## src/rtl/chorus_multi.sv

```systemverilog
// chorus_multi: multi-voice chorus engine.
//
// For every audio sample granted by the scheduler, the block reads VOICES
// modulated-delay taps from smart_ram and mixes them with the dry input:
//   data_out = (dry >>> 1) + (sum_of_taps >>> (1 + log2(VOICES)))
// Each voice has its own triangle LFO. Voice phases start evenly spread
// across the LFO period, and every LFO steps once per LFO_DIV completed
// samples.
//
// Ports:
//   clk, rst          clock, asynchronous active-high reset
//   cs, my_turn       block enable and scheduler grant (sampled in IDLE)
//   data_in           dry sample, captured when a sample starts
//   done              one-cycle pulse; data_out is valid from this cycle
//   data_out          mixed sample, held until the next done
//   sram_rd           read request to smart_ram
//   sram_offset       delay behind the smart_ram write head (stable while sram_rd)
//   sram_data_in      read data from smart_ram
//   sram_read_finish  read complete; sram_data_in valid in this cycle
//   bypass            (only with CHORUS_MULTI_BYPASS_EN) pass data_in straight
//                     through with no SRAM reads; LFOs still advance
//
// Optional feature macro: CHORUS_MULTI_BYPASS_EN.
module chorus_multi #(
  parameter int DATA_W     = 16,
  parameter int ADDR_W     = 13,
  parameter int VOICES     = 2,
  parameter int BASE_DELAY = 512,
  parameter int LFO_W      = 8,
  parameter int LFO_DIV    = 1
) (
  input  logic              clk,
  input  logic              rst,
  input  logic              cs,
  input  logic              my_turn,
  input  logic [DATA_W-1:0] data_in,
  output logic              done,
  output logic [DATA_W-1:0] data_out,
  output logic              sram_rd,
  output logic [ADDR_W-1:0] sram_offset,
  input  logic [DATA_W-1:0] sram_data_in,
  input  logic              sram_read_finish
`ifdef CHORUS_MULTI_BYPASS_EN
  ,
  input  logic              bypass
`endif
);

  // state  | meaning
  // IDLE   | waiting for cs & my_turn
  // READ   | sram_rd high for voice vidx until sram_read_finish
  // GAP    | one cycle with sram_rd low between voice reads
  // MIX    | combine dry and accumulated taps into data_out
  // DONE   | done pulse, LFO divider/LFO update

  localparam int VLOG  = $clog2(VOICES);
  localparam int VW    = (VOICES > 1) ? VLOG : 1;
  localparam int ACC_W = DATA_W + VLOG;
  localparam int DIV_W = (LFO_DIV > 1) ? $clog2(LFO_DIV) : 1;
  localparam logic [LFO_W-1:0] LFO_MAX = '1;

  typedef enum logic [2:0] {
    S_IDLE,
    S_READ,
    S_GAP,
    S_MIX,
    S_DONE
  } state_t;

  state_t                   state, state_next;
  logic signed [DATA_W-1:0] dry, dry_next;
  logic signed [ACC_W-1:0]  acc, acc_next;
  logic [VW-1:0]            vidx, vidx_next;
  logic                     load_out;
  logic [DATA_W-1:0]        out_value;

  logic [LFO_W-1:0]         lfo [VOICES];
  logic [VOICES-1:0]        lfo_down;
  logic [DIV_W-1:0]         div_cnt;

  // One extra bit of headroom so the sum of the two halves never wraps
  // before truncation back to DATA_W.
  logic signed [ACC_W:0]    dry_ext, acc_ext, mix_sum;

  assign dry_ext = (ACC_W+1)'(dry);
  assign acc_ext = (ACC_W+1)'(acc);
  assign mix_sum = (dry_ext >>> 1) + (acc_ext >>> (1 + VLOG));

  assign sram_offset = sram_rd ? (ADDR_W'(BASE_DELAY) + ADDR_W'(lfo[vidx])) : '0;

  always_comb begin
    state_next = state;
    dry_next   = dry;
    acc_next   = acc;
    vidx_next  = vidx;
    sram_rd    = 1'b0;
    done       = 1'b0;
    load_out   = 1'b0;
    out_value  = data_out;
    case (state)
      S_IDLE: begin
        if (cs && my_turn) begin
          dry_next   = data_in;
          acc_next   = '0;
          vidx_next  = '0;
          state_next = S_READ;
`ifdef CHORUS_MULTI_BYPASS_EN
          if (bypass) begin
            load_out   = 1'b1;
            out_value  = data_in;
            state_next = S_DONE;
          end
`endif
        end
      end
      S_READ: begin
        sram_rd = 1'b1;
        if (sram_read_finish) begin
          acc_next = acc + ACC_W'($signed(sram_data_in));
          if (vidx == VW'(VOICES - 1)) begin
            state_next = S_MIX;
          end else begin
            vidx_next  = vidx + VW'(1);
            state_next = S_GAP;
          end
        end
      end
      S_GAP: begin
        state_next = S_READ;
      end
      S_MIX: begin
        load_out   = 1'b1;
        out_value  = mix_sum[DATA_W-1:0];
        state_next = S_DONE;
      end
      S_DONE: begin
        done       = 1'b1;
        state_next = S_IDLE;
      end
      default: begin
        state_next = S_IDLE;
      end
    endcase
  end

  always_ff @(posedge clk or posedge rst) begin
    if (rst) begin
      state    <= S_IDLE;
      dry      <= '0;
      acc      <= '0;
      vidx     <= '0;
      data_out <= '0;
    end else begin
      state <= state_next;
      dry   <= dry_next;
      acc   <= acc_next;
      vidx  <= vidx_next;
      if (load_out) begin
        data_out <= out_value;
      end
    end
  end

  // Triangle LFOs: bounce at both ends without repeating the end value.
  always_ff @(posedge clk or posedge rst) begin
    if (rst) begin
      div_cnt  <= '0;
      lfo_down <= '0;
      for (int v = 0; v < VOICES; v++) begin
        lfo[v] <= LFO_W'((v * (1 << LFO_W)) / VOICES);
      end
    end else if (state == S_DONE) begin
      if (div_cnt == DIV_W'(LFO_DIV - 1)) begin
        div_cnt <= '0;
        for (int v = 0; v < VOICES; v++) begin
          if (!lfo_down[v]) begin
            if (lfo[v] == LFO_MAX) begin
              lfo[v]      <= LFO_MAX - LFO_W'(1);
              lfo_down[v] <= 1'b1;
            end else begin
              lfo[v] <= lfo[v] + LFO_W'(1);
            end
          end else begin
            if (lfo[v] == '0) begin
              lfo[v]      <= LFO_W'(1);
              lfo_down[v] <= 1'b0;
            end else begin
              lfo[v] <= lfo[v] - LFO_W'(1);
            end
          end
        end
      end else begin
        div_cnt <= div_cnt + DIV_W'(1);
      end
    end
  end

endmodule

```

## config.mk

```make
export PLATFORM = sky130hd
export DESIGN_NAME = chorus_multi
export DESIGN_NICKNAME = d
export VERILOG_FILES = /design/src/rtl/chorus_multi.sv
export SDC_FILE = /design/constraint.sdc
export NUM_CORES = 1
export LEC_CHECK = 0
export CAP_MARGIN = 20
export CORE_AREA = 2 2 103 105
export CTS_CLUSTER_DIAMETER = 150
export DETAILED_ROUTE_END_ITERATION = 10
export DIE_AREA = 0 0 105 107
export PLACE_DENSITY = 0.83
export SYNTH_ARGS = -nofsm -noshare
export SYNTH_HDL_FRONTEND = slang
export SYNTH_SLANG_ARGS = --single-unit
```

## constraint.sdc

```tcl
create_clock -name clk -period 2.5 [get_ports clk]
set_clock_uncertainty 0.05 [all_clocks]
set_input_delay 0.5 -clock clk [delete_from_list [all_inputs] [get_ports clk]]
set_output_delay 0.5 -clock clk [all_outputs]
set_load 0.01 [all_outputs]
```

==> metrics <==
measured slew at the worst slew-check pin=0.637 ns; synthesis-to-layout area growth=23.9%; Yosys top cell by area=dfrtp_1; status=finished, final reports clean; Die ar.=11200 um^2; vias in the first global route=4372; share of layout cells above drive strength 1=14.8%; Post-Synthesis Cells=564; via count=4666; Syn Std Cell Area=4990 um^2; top post-synthesis cells by count=dfrtp_1 (69), nand2_1 (57), nor2_1 (49); Ys Warns=0; final setup fails=0; clock buffer depth=2; Vert. Die Dim=107 um; DP HPWL=9.54 mm; pin count of the biggest net entering global routing=71; Netlist cell types=70; fmax=405 MHz; Synth async-reset ratio=100%; Static Leak=2.73 nW; synthesized flop and latch total=70; Post-DRT Antenna Nets=0; crit path DAT=2.68 ns; pre-CTS setup slack=-0.461 ns; Slew Limit Fails=0; Vias/cell=5.91; Ant. Diodes=0; Final Hold Viols=0; CP Class=in2reg; First DRT Iteration DRCs=332; post-route design area=6180 um^2; first-pass GRT wire length=20.6 mm; final worst slack=0.0336 ns; final estimated routing congestion in global placement=0.907; unrepaired setup endpoints after global routing=true; Port Buffers=62; CORE AREA=10100 um^2; GRT Overall Usage=22.7%; top-count cell post-synth=dfrtp_1; Synth area leaders=dfrtp_1 (35%), ha_1 (9.3%), o21ai_0 (4.5%); Synth top area share=34.6%; PwrDens=1160 nW/um^2; floorplan row count=37; maximum VDD drop=0.446 mV; worst skew pair latency=0.35 ns; CTS tree=yes; # IOs=68; Clock Pin Slew Worst Setup and Hold Paths=0.08 ns; Max FO, Critical Path=3; CTS Buf Count=9; CTS sink count=70; worst min-delay path class=reg2reg; Post-synth EDFFs=0; WP data required=2.71 ns; post-DR wirelength/cell=16.2 um; Initial Util=49.4%; Final #Nets=725; worst rel slew slack=57.0%; Area after DPL=5930 um^2; Post-Route WL=12.8 mm; number of H-tree levels=3; drt drc=0; Root Buffer=clkbuf_8; CP Launch Type=input pin; gr ovfl total=0; CTS Hold Bufs=0; final clock period utilization by the worst path=98.7%; Die X=105 um; post-synthesis sequential area ratio=35.1%; initial antenna violation count=0; Tmin final=2.47 ns; Crit. End Element=flop; ys flop type=dfrtp_1; drt pass-1 iters=5; max cap viols=0; post-synthesis average cell area=8.84 um^2
cell families (layout without fill, tap and decap cells):
family / count (synthesis) / in the layout / share of synthesized area, %
simple gates: 174 / 174 / 16.6
compound gates: 173 / 173 / 23.2
flops: 70 / 70 / 35.1
buf+inv: 58 / 145 / 5.19
fa+ha+maj: 39 / 39 / 10.1
mux: 28 / 28 / 6.04
xor+xnor: 21 / 21 / 3.69
other cells: 1 / 4 / 0.0752
final timing paths:
path | from | endpoint | slack [ns] | cells after the start
max in group asynchronous | rst | lfo[7]$_DFFE_PP1P_ | 1.59 | 3
min in group asynchronous | rst | lfo[5]$_DFFE_PP0P_ | 0.48 | 3
worst min-delay path | data_out[8]$_DFFE_PP0P_ | data_out[8]$_DFFE_PP0P_ | 0.43 | 2
worst min register to register | data_out[8]$_DFFE_PP0P_ | data_out[8]$_DFFE_PP0P_ | 0.43 | 2
worst max-delay path | sram_data_in[0] | acc[14]$_DFFE_PP0P_ | 0.03 | 10
worst max register to register | acc[2]$_DFFE_PP0P_ | data_out[12]$_DFFE_PP0P_ | 0.14 | 8
power by group:
group / internal (mW) / switching, mW
clock: 0.412 / 0.444
sequential: 1.58 / 0.482
combinational: 2.04 / 2.24
sequential cells by signal, indices dropped and copies added (netlist names):
signal and count:
state 3, data_out 16, vidx 1, lfo_down 2
lfo 16, acc 17, dry 15
layout by cell type (no fill, tap or decap), types with 4 or more instances in the layout:
master           netlist  layout
a21oi_2                0       4
mux2_2                17      17
nor3_1                 9       9
buf_4                  5      36
o21bai_1               4       4
o21a_1                 7       7
a32o_1                 7       7
and3_1                 8       8
dfrtp_1               69      69
a21oi_1               38      34
nand2_1               57      56
a21o_1                 8       8
or3_1                  6       6
inv_1                 28      26
xor2_1                 8       8
xnor2_1               13      13
clkbuf_8               0      11
nand3_1               15      15
o21ai_0               45      44
a211oi_1               5       4
mux2i_1               11      11
ha_1                  37      36
o31ai_1                5       5
clkdlybuf4s50_1        0      62
a31oi_1                8       8
nor2_1                49      48
conb_1                 1       4
o21ai_1                9      10
o211ai_1               4       4
critical path, cell delays in order:
cell and delay, ns:
clkdlybuf4s50_1 0.48, ha_2 0.19, inv_2 0.04, fa_2 0.38, nor2b_4 0.16, o31ai_4 0.09
a21oi_2 0.20, o311ai_0 0.19, and3_1 0.24, o31ai_1 0.21
cell type report:
class	count	area [um^2]
clock buffer	11	151
clock inverter	5	33.8
fill	871	3910
inverter	30	113
multi-input combinational	439	3050
sequential	70	1750
tap	136	170
timing repair buffer	99	911
through the flow:
stage / power (mW) / hold WS (ns) / std cells / utilization (%) / setup TNS (ns)
6_report: 7.19 / 0.431 / 790 / 61.3 / 0
5_1_grt: 7.76 / 0.486 / 790 / 61.3 / -0.0456
4_1_cts: 7.02 / 0.442 / 789 / 60.6 / 0
3_5_place_dp: 6.13 / 0.424 / 773 / 58.7 / -3.08
3_3_place_gp: 5.94 / 0.411 / 773 / 58.7 / -2.40
2_1_floorplan: 4.80 / 0.389 / 567 / - / 0
routing by layer:
metal	wire [um]	global-route usage, %
met5	0	0
met4	174	6.38
met3	716	3.47
met2	6400	39.4
met1	5510	29.5
timing repair:
| item | 4_1_cts | 5_1_grt |
|---|---|---|
| pin swaps | 0 | 6 |
| setup buffers | 0 | 1 |
| resized for setup | 3 | 14 |
| setup endpoints to repair | 13 | 20 |
| hold endpoints to repair | 0 | 0 |
No activity file was read; power rests on OpenSTA's default activity.
